==> src/rtl/instr_decoder.sv <==
// instr_decoder: RV32I decode stage with a registered output and skid buffer; `define DECODER_ILLEGAL_CHECK_EN to enable legality checks
module instr_decoder #(
  parameter int XLEN = 32
) (
  input  logic            clk,
  input  logic            rst,
  input  logic            flush,
  input  logic            in_valid,
  output logic            in_ready,
  input  logic [31:0]     instr,
  input  logic [XLEN-1:0] in_pc,
  output logic            out_valid,
  input  logic            out_ready,
  output logic [11:0]     operation,
  output logic [XLEN-1:0] imm,
  output logic [4:0]      rs1,
  output logic [4:0]      rs2,
  output logic [4:0]      rd,
  output logic            use_imm,
  output logic            reg_write,
  output logic [XLEN-1:0] out_pc,
  output logic            illegal
);
  typedef enum logic [1:0] {EMPTY, ONE, TWO} state_t;
  typedef struct packed {
    logic [11:0]     op;
    logic [XLEN-1:0] imm;
    logic [4:0]      rs1;
    logic [4:0]      rs2;
    logic [4:0]      rd;
    logic            use_imm;
    logic            reg_write;
    logic [XLEN-1:0] pc;
    logic            illegal;
  } beat_t;
  state_t state_q, state_d;
  beat_t m_q, m_d, s_q, s_d, dec;
  logic [6:0] opc;
  logic [2:0] f3;
  logic [31:0] imm32;
  logic is_op, is_opi, is_ld, is_st, is_br, is_lui, is_aui, is_jal, is_jalr, shift, bad, acc, cons;
  assign opc     = instr[6:0];
  assign f3      = instr[14:12];
  assign is_op   = opc == 7'b0110011;
  assign is_opi  = opc == 7'b0010011;
  assign is_ld   = opc == 7'b0000011;
  assign is_st   = opc == 7'b0100011;
  assign is_br   = opc == 7'b1100011;
  assign is_lui  = opc == 7'b0110111;
  assign is_aui  = opc == 7'b0010111;
  assign is_jal  = opc == 7'b1101111;
  assign is_jalr = opc == 7'b1100111;
  assign shift   = is_opi && f3[1:0] == 2'b01;
`ifdef DECODER_ILLEGAL_CHECK_EN
  logic [6:0] f7;
  assign f7 = instr[31:25];
  // flag any encoding outside the supported RV32I subset
  always_comb begin
    bad = !(is_op | is_opi | is_ld | is_st | is_br | is_lui | is_aui | is_jal | is_jalr)
        | (instr[1:0] != 2'b11)
        | (is_br && (f3 == 3'b010 || f3 == 3'b011))
        | (is_ld && (f3 == 3'b011 || f3 == 3'b110 || f3 == 3'b111))
        | (is_st && f3 >= 3'b011)
        | (is_jalr && f3 != 3'b000)
        | (is_op && !(f7 == 7'b0 || (f7 == 7'b0100000 && (f3 == 3'b000 || f3 == 3'b101))))
        | (shift && !(f7 == 7'b0 || (f3 == 3'b101 && f7 == 7'b0100000)));
  end
`else
  assign bad = 1'b0;
`endif
  assign imm32 = shift                     ? {27'd0, instr[24:20]} :
                 (is_opi | is_ld | is_jalr) ? {{20{instr[31]}}, instr[31:20]} :
                 is_st                     ? {{20{instr[31]}}, instr[31:25], instr[11:7]} :
                 is_br                     ? {{19{instr[31]}}, instr[31], instr[7], instr[30:25], instr[11:8], 1'b0} :
                 is_jal                    ? {{11{instr[31]}}, instr[31], instr[19:12], instr[20], instr[30:21], 1'b0} :
                 (is_lui | is_aui)         ? {instr[31:12], 12'd0} : 32'd0;
  // combinational decode of the offered instruction into a pipeline beat
  always_comb begin
    dec.op        = bad ? 12'd0 : {is_op & instr[30], is_opi & (f3 == 3'b101) & instr[30],
                                   (is_op | is_opi | is_ld | is_st | is_br) ? f3 : 3'b000, opc};
    dec.imm       = bad ? '0 : XLEN'($signed(imm32));
    dec.rs1       = (is_lui | is_aui | is_jal) ? 5'd0 : instr[19:15];
    dec.rs2       = (is_op | is_st | is_br) ? instr[24:20] : 5'd0;
    dec.rd        = (is_st | is_br) ? 5'd0 : instr[11:7];
    dec.use_imm   = is_opi | is_ld | is_st | is_lui | is_aui | is_jal | is_jalr;
    dec.reg_write = !bad && (is_op | is_opi | is_ld | is_lui | is_aui | is_jal | is_jalr) && instr[11:7] != 5'd0;
    dec.pc        = in_pc;
    dec.illegal   = bad;
  end
  assign in_ready  = state_q != TWO;
  assign out_valid = state_q != EMPTY;
  assign acc       = in_valid && in_ready && !flush;
  assign cons      = out_valid && out_ready;
  // main/skid occupancy FSM; skid drains into main on the edge main is consumed
  always_comb begin
    state_d = state_q;
    m_d     = m_q;
    s_d     = s_q;
    if (flush) state_d = EMPTY;
    else if (state_q == EMPTY) begin
      if (acc) begin
        state_d = ONE;
        m_d     = dec;
      end
    end else if (state_q == ONE) begin
      if (acc && cons) m_d = dec;
      else if (acc) begin
        state_d = TWO;
        s_d     = dec;
      end else if (cons) state_d = EMPTY;
    end else if (cons) begin
      state_d = ONE;
      m_d     = s_q;
    end
  end
  // state and beat registers
  always_ff @(posedge clk) begin
    if (rst) begin
      state_q <= EMPTY;
      m_q     <= '0;
      s_q     <= '0;
    end else begin
      state_q <= state_d;
      m_q     <= m_d;
      s_q     <= s_d;
    end
  end
  assign operation = m_q.op;
  assign imm       = m_q.imm;
  assign rs1       = m_q.rs1;
  assign rs2       = m_q.rs2;
  assign rd        = m_q.rd;
  assign use_imm   = m_q.use_imm;
  assign reg_write = m_q.reg_write;
  assign out_pc    = m_q.pc;
  assign illegal   = m_q.illegal;
endmodule

==> config.mk <==
export PLATFORM = sky130hd
export DESIGN_NAME = instr_decoder
export DESIGN_NICKNAME = d
export VERILOG_FILES = /design/src/rtl/instr_decoder.sv
export SDC_FILE = /design/constraint.sdc
export NUM_CORES = 1
export LEC_CHECK = 0
export ABC_AREA = 1
export CAP_MARGIN = 0
export CELL_PAD_IN_SITES_DETAIL_PLACEMENT = 1
export CELL_PAD_IN_SITES_GLOBAL_PLACEMENT = 2
export CORE_MARGIN = 4
export CORE_UTILIZATION = 28
export DETAILED_ROUTE_END_ITERATION = 8
export GPL_TIMING_DRIVEN = 0
export PLACE_DENSITY = 0.84
export SETUP_SLACK_MARGIN = 0.2
export SYNTH_ARGS = -nofsm -noshare
export SYNTH_HDL_FRONTEND = slang
export SYNTH_SLANG_ARGS = --single-unit
==> constraint.sdc <==
create_clock -name clk -period 1.6 [get_ports clk]
set_input_delay 0.24 -clock clk [delete_from_list [all_inputs] [get_ports clk]]
set_output_delay 0.24 -clock clk [all_outputs]
set_load 0.005 [all_outputs]
# After elaboration in Yosys (flattened, before gate mapping)
# Index checks and enable logic that the tools add are counted.
totals:
  reg_bits: 189
  latch_bits: 0
  ram_bits: 0
  rom_bits: 0
  inputBits: 69
  out_inout_bits: 96
  elab_cells: 98
  memories: 0
op_classes:
  n_addsub: 0
  n_mul: 0
  n_div: 0
  order_cmp: 0
  n_eq_ne: 17
  shift: 0
  mux: 22
  bitwise_logic: 26
  n_reduce_logical: 15
ops:
  columns: ["cell", "count"]
  rows:
  - ["2-to-1 mux 94 bit", 5]
  - ["2-to-1 mux 32 bit", 6]
  - ["equality test 7 x 6 -> 1 bit (second input constant)", 3]
  - ["equality test 7 bit (second input constant)", 3]
  - ["OR 1 bit", 20]
  - ["2-to-1 mux 5 bit", 3]
  - ["equality test 7 x 5 -> 1 bit (second input constant)", 2]
  - ["2-to-1 mux 2 bit", 7]
  - ["AND reduction 4 bit", 2]
  - ["equality test 7 x 2 -> 1 bit (second input constant)", 1]
  - ["logical AND 1 bit", 6]
  - ["AND reduction 5 bit", 1]
  - ["nonzero test 5 bit", 1]
  - ["equality test 2 x 1 -> 1 bit (second input constant)", 2]
  - ["!= test 2 bit (second input constant)", 2]
  - ["!= test 4 x 3 -> 1 bit (second input constant)", 1]
  - ["bitwise AND 1 bit", 3]
  - ["equality test 3 bit (second input constant)", 1]
  - ["2-to-1 mux 3 bit", 1]
  - ["!= test 3 x 2 -> 1 bit (second input constant)", 1]
  - ["!= test 3 bit (second input constant)", 1]
  - ["inverter 1 bit", 3]
  - ["nonzero test 3 bit", 1]
  - ["logical NOT 2 bit", 1]
  - ["3 further kinds", 3]

# Longest topological paths before layout
# Gate-level depths: netlist of run 1.
logic_depth:
  word_depth: 11
  ltp_mapped: 12
  depth_no_buf: 9

# Least setup slack after synthesis of run 1
# No wires, ideal clock.
synth_timing:
  kind: "reg2reg"
  from: "reg state_q[1]"
  to: "reg m_q, in the netlist imm[10]"
  arrival_ps: 1275
  required_ps: 1482
  slack_ps: 207
  path_stages_with_launch: 12
  n_path_buf: 3
  path_cell_list: "dfxtp_1 -> buf_4 -> inv_4 -> nand2_1 -> o21ai_1 -> nor2_2 -> nand2_2 -> inv_2 -> buf_6 -> buf_6 -> o21ai_1 -> a21oi_1"
synth_between:
  elab_cells_between_ends: 14
  classes_between: "eq/ne (4); mux (2); reduce/logical (8)"
synth_lines:
  columns: ["element", "line", "source"]
  rows:
  - ["start: declaration", "36", "state_t state_q, state_d;"]
  - ["start signal: assignment", "123", "state_q <= state_d;"]
  - ["nonzero test 2 bit (*)", "91", "assign out_valid = state_q != EMPTY;"]
  - ["named net out_valid", "12", "output logic out_valid,"]
  - ["logical AND 1 bit (*)", "93", "assign cons = out_valid && out_ready;"]
  - ["logical AND 1 bit", "106", "if (acc && cons) m_d = dec;"]
  - ["!= test 3 x 2 -> 1 bit (no source line)", null, null]
  - ["AND reduction 4 bit (no source line) (*)", null, null]
  - ["end signal: assignment", "124", "m_q <= m_d;"]
  - ["end: declaration", "37", "beat_t m_q, m_d, s_q, s_d, dec;"]
# The timed path passes the listed nets; every way through them passes the cells marked *.
# A chain may end at the register's enable or synchronous reset.

# Final worst setup path of run 1
layout_timing:
  from: "reg state_q[1]"
  to: "reg s_q[45] in the netlist's numbering"
layout_between:
  elab_chain_len: 6
  elab_cells_between_ends: 11
  classes_between: "eq/ne (2); bitwise (2); reduce/logical (7)"
layout_lines:
  columns: ["element", "line", "source"]
  rows:
  - ["!= test 2 bit", "90", "assign in_ready = state_q != TWO;"]
  - ["logical AND 1 bit (2 in a row)", "92", "assign acc = in_valid && in_ready && !flush;"]
  - ["logical AND 1 bit", "106", null]
  - ["inverter 1 bit (no source line)", null, null]
  - ["AND reduction 5 bit (no source line) (*)", null, null]
  - ["end signal: assignment", "121", "s_q <= '0;"]
  - ["end signal: assignment", "125", "s_q <= s_d;"]
  - ["end: declaration", "37", null]
# Every way passes the cells marked *; elsewhere a longest branch is shown, timed or not.

==> results of run 1 <==
## layout by cell type (no fill, tap or decap), types with 5 or more instances in the layout
| cell type | synthesis | layout |
|---|---|---|
| inv_1 | 49 | 44 |
| buf_16 | 0 | 6 |
| inv_2 | 4 | 7 |
| a21oi_2 | 0 | 75 |
| nand2_4 | 0 | 10 |
| o21ai_2 | 0 | 37 |
| clkbuf_1 | 39 | 11 |
| o21ai_0 | 121 | 62 |
| nor2_2 | 4 | 27 |
| nand2_2 | 6 | 20 |
| dlygate4sd2_1 | 0 | 20 |
| clkbuf_4 | 0 | 5 |
| buf_12 | 0 | 19 |
| clkbuf_16 | 0 | 32 |
| buf_2 | 23 | 7 |
| nor2_1 | 107 | 67 |
| buf_4 | 12 | 30 |
| clkbuf_2 | 1 | 16 |
| dfxtp_1 | 188 | 136 |
| o21ai_1 | 38 | 57 |
| nand3_1 | 55 | 50 |
| dlymetal6s2s_1 | 0 | 68 |
| clkdlybuf4s50_1 | 0 | 73 |
| nand2_1 | 299 | 275 |
| nor2_4 | 2 | 20 |
| buf_8 | 0 | 18 |
| buf_6 | 10 | 15 |
| dfxtp_2 | 0 | 52 |
| a21oi_1 | 200 | 124 |
| nand3_2 | 0 | 5 |
## Yosys cell counts
library cell	number
inv_4	1
nand4_1	2
nor3_4	1
nor2_4	2
buf_4	12
o211ai_1	2
conb_1	1
o21a_1	2
o21ai_1	38
clkbuf_2	1
clkbuf_1	39
inv_1	49
or2_2	1
buf_2	23
nand2_2	6
nor3_2	2
inv_2	4
o21bai_1	4
nand2_1	299
a21oi_1	200
nor2_2	4
clkinv_1	1
nand3_1	55
o21ai_0	121
nor2_1	107
buf_6	10
dfxtp_1	188
buf_1	2
## worst max-delay path: stages (launching register included)
cell,delay [ns]
dfxtp_2,0.33
buf_8,0.14
clkinv_8,0.07
nand2_4,0.06
nor3_4,0.26
buf_8,0.20
buf_12,0.18
buf_8,0.14
nand2_2,0.08
a21oi_2,0.16
## worst min-delay path by stage
stage / end / slack, ns / cells after the start
4_1_cts: s_q[84]$_SDFFE_PP0P_ / 0.25 / 3
3_5_place_dp: s_q[2]$_SDFFE_PP0P_ / 0.45 / 2
2_1_floorplan: s_q[5]$_SDFFE_PP0P_ / 0.37 / 2
3_3_place_gp: s_q[1]$_SDFFE_PP0P_ / 0.43 / 2
5_1_grt: s_q[84]$_SDFFE_PP0P_ / 0.26 / 3
6_report: s_q[84]$_SDFFE_PP0P_ / 0.25 / 3
## area by class of cell
type / instances / area (sq um) / area share [%]
well taps: 384 / 480 / 3.59
clock inverters: 15 / 181 / 1.36
clock buffers: 17 / 425 / 3.18
inverters: 55 / 243 / 1.82
plain buffers: 87 / 955 / 7.14
flip-flops and latches: 188 / 3830 / 28.6
repair buffers: 220 / 2650 / 19.8
multi-input cells: 848 / 4610 / 34.5
## state kept, by name, indices dropped and copies added (netlist names)
register	count
operation	12
imm	32
state_q	2
rd	5
out_pc	32
use_imm	1
s_q	93
rs2	5
rs1	5
reg_write	1
## logic make-up (layout without fill, tap and decap cells)
group                  Yosys count  in the layout
and+or+nand+nor                479            480
DFF                            188            188
other                            1              1
buffers and inverters          142            394
AOI/OAI and AO/OA              367            367
## power by group through the flow
stage                     logic [mW]  clock network [mW]  registers [mW]
after global placement          1.26                   0            5.05
after global routing            1.68                4.81            4.98
after floorplan                0.522                   0            5.04
after CTS                       1.38                4.59            4.95
after detailed placement        1.27                   0            5.05
final                           1.56                4.52            4.96
## routing by layer
| metal | track usage [%] | up-vias | wire length (um) |
|---|---|---|---|
| met4 | 5.18 | 0 | 529 |
| met1 | 27.8 | 4522 | 16200 |
| met2 | 34.8 | 233 | 18100 |
| met5 | 0 | - | 0 |
| met3 | 2.57 | 30 | 1400 |
| li1 | - | 4349 | - |
## repair_timing
| action | in CTS | in global routing |
|---|---|---|
| gates resized for setup | 304 | 312 |
| cloned | 11 | 10 |
| endpoints found under the setup margin | 283 | 267 |
| setup buffers | 18 | 19 |
| pin swaps | 36 | 21 |
==> summary.md, run 1 <==
| Metric | Value |
|---|---|
| Status | finished with violations |
| Failing checks | negative setup slack |
| Dpl hpwl | 24.4 mm |
| DP Area | between 10000 and 15000 sq um |
| Synth top area cells | dfxtp_1, nand2_1, a21oi_1 |
| Worst slew margin | 50.6% |
| Clock transition at path regs | approximately 0.070 ns |
| Min-Delay Path Class | in2reg |
| Die H | between 150 and 200 um |
| TNS Setup | -2.41 ns |
| Setup Viol. Count Final | 87 |
| Post-Syn Area | around 8200 sq um |
| Clock power frac | approximately 41% |
| Max-slew violation count | 0 |
| RePlAce Congestion | ~0.87 |
| Final Hold Viols | 0 |
| Post-synthesis net count | roughly 1.2k |
| Global-route wire length before repair | around 53 mm |
| Root Buffer | clkbuf_16 |
| Vias per Instance | slightly above 5 |
| Max-Cap Viols | 0 |
| Synth Area in Simple Gates | a little under a quarter |
| Synth Area per Inst | about 7.0 sq um |
| Drt first pass iters | 5 |
| Synth-to-layout area growth | 62.1% |
| Final setup margin | -0.0925 ns |
| Flop pwr share | 44.9% |
| Num Clock Sinks | between 150 and 200 |
| Number of global-route vias before repair | about 9.2k |
| Crit. Startpoint | state_q[1]$_SDFFE_PP0P_ |
| #FFs+latches synth | about 190 |
| Non-Filler Instances | approximately 1.8k |
| Die X | approximately 180 um |
| Nets | 1486 |
| Post-synthesis adder-cell area fraction | 0% |
| Largest net degree at the start of global routing | 19 |
| Critical path fanouts, max | 9 |
| TritonCTS Buffers | 17 |
| Leading area contributor after synthesis | dfxtp_1 |
| R2r endpoint | s_q[45]$_SDFFE_PP0P_ |
| CTS tree | built |
| Post-Synth XOR/XNOR Area | 0% |
| Dpl cells | roughly 1.7k |
| Fmax achieved | 591 MHz |
| Worst Skew | 0.0146 ns |
| Fillers | around 3.4k |
| Final WL | ~36 mm |
| P_int | 7.98 mW |
| Starting DRT DRC Count | a little over 500 |
| Ant. Diodes | 0 |
| Clock buffer depth | 2 |
| Multiplexer share of the synthesized area | 0% |
| Initial antenna violation count | 0 |
| Pwr dens | between 800 and 900 nW/um^2 |
| Design Area, Final | around 13000 sq um |
| Min-delay src | instr[2] |
| Layout cells sized above 1 | a little under a third |
| Final core occ | a little under half |
| Worst path required time | roughly 2.0 ns |
| Global-route usage over all layers | roughly a fifth |
| WP data arrival | between 2 and 2.5 ns |
| Hold Slack | between 0.2 and 0.3 ns |
| Die footprint | ~32000 sq um |
| Io pins | roughly 170 |
| Worst-margin pin slew | between 0.7 and 0.8 ns |
| Routed vias | 9134 |
| Routed wire per std cell | about 20 um |
| Pleak | between 6 and 7 nW |
| Kind of critical path | reg2reg |
| Compound-Gate Fraction of Synth Area | ~23% |
| Clock period minus worst slack | roughly 1.7 ns |
| Flop2flop setup slack | -0.09 ns |
| Clock Latency Late Sink | approximately 0.45 ns |
| Std cell rows | 62 |
| Worst r2r src | state_q[1]$_SDFFE_PP0P_ |
| Share of the synthesized area in the top cell type | approximately 46% |
| R2R depth | 9 |
| CP Capture Type | flip-flop |
| Htree depth | 4 |
| Synth Instances | 1177 |
| Worst slack, placed | -0.956 ns |
| Yosys warns | 0 |
| Placeable Area | roughly 29000 sq um |
| Port buffer count | between 150 and 200 |
| P_sw | just over 3 mW |
| CP endpoint | s_q[45]$_SDFFE_PP0P_ |
| GR Overflow Total | 0 |
| Crit path launch type | flip-flop |
| RSZ-0062 raised after global routing | yes |
| Main combinational cell family by area after synthesis | simple AND/OR/NAND/NOR gates |
| Period utilisation layout | 106% |
| Total chip power | roughly 11 mW |
| Remaining antenna violation count | 0 |
| VDD IR max | around 0.64 mV |
| Sequential share of the synthesized area | a little under half |
| Sw Ratio | 27.7% |
| Hold-fix buffers, CTS | 0 |
| Initial Util | between 20% and 30% |
| Gate power share | between 10 and 15% |
| Distinct cell type count after synthesis | 28 |
| # DRC | 0 |
No activity file was read; power rests on OpenSTA's default activity.
==> run 2, diff against run 1 <==
ABC_AREA = default   (was 1)
CORE_UTILIZATION = 30   (was 28)
CTS_CLUSTER_DIAMETER = 60   (was default)
PLACE_DENSITY = 0.85   (was 0.84)
==> run 2 against run 1 <==
  * The flow still finishes with violations (negative setup slack)
  * Setup slack lost 0.23 ns
  * Combinational power grew 3%
  * Count of clock-buffer cells in the layout is the same
  * Hold slack lost 0.10 ns
  * Largest cell class unchanged
==> summary.md, run 2 <==
| Metric | Value |
|---|---|
| Worst slew margin | a little under half |
| # DRC | 0 |
| WP data arrival | approximately 2.3 ns |
| Ant. Diodes | 0 |
| Period utilisation layout | 120% |
| Std cell rows | 59 |
| Distinct cell type count after synthesis | between 50 and 60 |
| Worst-margin pin slew | 0.805 ns |
| Drt first pass iters | 5 |
| TNS Setup | -26.67 ns |
| Hold Slack | roughly 0.15 ns |
| Dpl cells | 1439 |
| Placeable Area | 26100 sq um |
| Flop2flop setup slack | -0.33 ns |
| Total chip power | approximately 11 mW |
| Worst slack, placed | -1.24 ns |
| Top reg by flops | s_q |
| Synth Instances | about 940 |
| Nets | approximately 1.2k |
| #FFs+latches synth | 188 |
| Number of synthesized flops with an enable pin | 0 |
| Io pins | 165 |
| Crit. Startpoint | state_q[1]$_SDFFE_PP0P_ |
| Most frequent cells in the layout | dfxtp_1, clkdlybuf4s50_1, nand2_1 |
| Number of global-route vias before repair | 8522 |
| Clock period minus worst slack | 1.93 ns |
| Vias per Instance | approximately 5.5 |
| Final setup margin | -0.327 ns |
| R2R depth | 8 |
| Htree depth | 4 |
| Routed vias | 8323 |
| Failing checks | negative setup slack |
| Hold-fix buffers, CTS | 0 |
| Most common cell after layout, fill and taps aside | dfxtp_1 |
| Pleak | 4.52 nW |
| Die X | 171 um |
| CTS tree | built |
| Max-Cap Viols | 0 |
| Layout cells sized above 1 | 27.9% |
| Remaining antenna violation count | 0 |
| Final core occ | about half |
| Non-Filler Instances | ~1.5k |
| Top cells by count, synth | dfxtp_1, nand2_1, nor2_1 |
| Die H | 171 um |
| CP Capture Type | flip-flop |
| Final Hold Viols | 0 |
| Synth-to-layout area growth | 60.2% |
| Status | finished with violations |
| Pwr dens | approximately 860 nW/um^2 |
| Design Area, Final | about 13000 sq um |
| Fmax achieved | a little over 500 MHz |
| Sequential share of the synthesized area | a little under half |
| Number of flip-flops in the largest register | 93 |
| Root Buffer | clkbuf_16 |
| Met1 usage | between 20% and 30% |
| Largest net degree at the start of global routing | 20 |
| VDD IR max | about 0.63 mV |
| Crit path launch type | flip-flop |
| Critical path fanouts, max | 7 |
| Final WL | roughly 35 mm |
| Met3 GRT Util | approximately 3.4% |
| Dpl hpwl | roughly 23 mm |
| Num Clock Sinks | between 150 and 200 |
| CP endpoint | imm[3]$_SDFFE_PP0P_ |
| Post-Syn Area | 7950 sq um |
| Post-synthesis net count | between 1k and 1.5k |
| Clock buffer depth | 2 |
| Ys async rst share | 0% |
| DP Area | around 10000 sq um |
| Gr busiest metal | met2 |
| Kind of critical path | reg2reg |
| GR Overflow Total | 0 |
| Routed wire per std cell | 23.0 um |
| Starting DRT DRC Count | around 500 |
| Grt met2 use | 38.6% |
| Leading area contributor after synthesis | dfxtp_1 |
| Worst path required time | ~2.0 ns |
| Min-Delay Path Class | in2reg |
| Fillers | approximately 2.9k |
| Max-slew violation count | 0 |
| Global-route usage over all layers | ~23% |
| Die footprint | 29200 sq um |
| Synth Area per Inst | roughly 8.4 sq um |
| RSZ-0062 raised after global routing | yes |
| Setup Viol. Count Final | 182 |
| Clock transition at path regs | 0.08 ns |
| RePlAce Congestion | around 0.89 |
| Initial Util | between 30% and 40% |
| Share of the synthesized area in the top cell type | a little under half |
| Yosys warns | 0 |
| Primary FF master, synth | dfxtp_1 |
| R2r endpoint | imm[3]$_SDFFE_PP0P_ |
| Initial antenna violation count | 1 |
| Port buffer count | 160 |
| Synth top area cells | dfxtp_1, a211oi_1, nand2_1 |
| Global-route wire length before repair | approximately 51 mm |
| Worst r2r src | state_q[1]$_SDFFE_PP0P_ |
| Most frequent cell after synthesis | dfxtp_1 |
| TritonCTS Buffers | 17 |
| Worst Skew | 0.0141 ns |
| Clock Latency Late Sink | ~0.45 ns |
[run 2: cell count changes in the layout (fill, tap and decap cells not counted), moves of 40 or more]
cell / change
a211oi_2: +40
a21oi_1: -56
a21oi_2: -59
clkdlybuf4s50_1: +68
dfxtp_1: +43
dfxtp_2: -44
dlymetal6s2s_1: -61
mux2i_1: +42
nand2_1: -149
o21ai_0: -45
o21ai_1: -51
[run 2: kinds of logic (layout without fill, tap and decap cells)]
family	after synthesis	in the layout	synth area share (%)
simple gates	353	353	19.4
compound gates	266	266	22.9
flops	188	188	47.4
buf+inv	94	333	5.07
mux	42	42	5.29
other cells	1	1	0.0472
[run 2: cell type report]
type	count	area, sq um	share of cell area, %
flip-flops and latches	188	3780	29.7
plain buffers	85	933	7.33
repair buffers	207	2200	17.3
clock inverters	15	173	1.36
inverters	9	35.0	0.275
well taps	335	419	3.29
clock buffers	17	425	3.34
multi-input cells	662	4760	37.4
[run 2: where the power goes]
part	internal, mW	leakage [nW]	switching, mW	total [mW]
sequential	4.83	1.53	0.0989	4.93
combinational	0.787	2.69	0.816	1.60
clock	2.24	0.295	2.18	4.42
[run 2: critical path, stage by stage (launching register included)]
cell	delay, ns
dfxtp_2	0.33
buf_6	0.12
or2_4	0.26
a211o_4	0.39
buf_12	0.17
buf_8	0.13
nor3_1	0.26
a31oi_1	0.09
o21ai_1	0.11
[run 2: per-layer routing]
layer  vias to the layer above  routed length (um)
li1                       3832                   -
met1                      4116               15300
met2                       302               16800
met3                        71                1760
met4                         2                1000
met5                         -                  12
[run 2: worst min-delay path by stage]
stage | startpoint | endpoint | slack (ns) | cells after the start
2_1_floorplan | flush | state_q[1]$_SDFFE_PP0P_ | 0.31 | 1
3_3_place_gp | s_q[91]$_SDFFE_PP0P_ | s_q[91]$_SDFFE_PP0P_ | 0.44 | 2
3_5_place_dp | s_q[70]$_SDFFE_PP0P_ | s_q[70]$_SDFFE_PP0P_ | 0.45 | 2
4_1_cts | instr[1] | s_q[83]$_SDFFE_PP0P_ | 0.14 | 3
5_1_grt | instr[1] | s_q[83]$_SDFFE_PP0P_ | 0.16 | 3
6_report | instr[0] | s_q[82]$_SDFFE_PP0P_ | 0.15 | 3
[run 2: timing repair]
action | 4_1_cts | 5_1_grt
gates resized for setup | 231 | 88
pin swaps | 48 | 21
endpoints found under the setup margin | 283 | 280
setup buffers | 27 | 4
gates cloned | 11 | 5
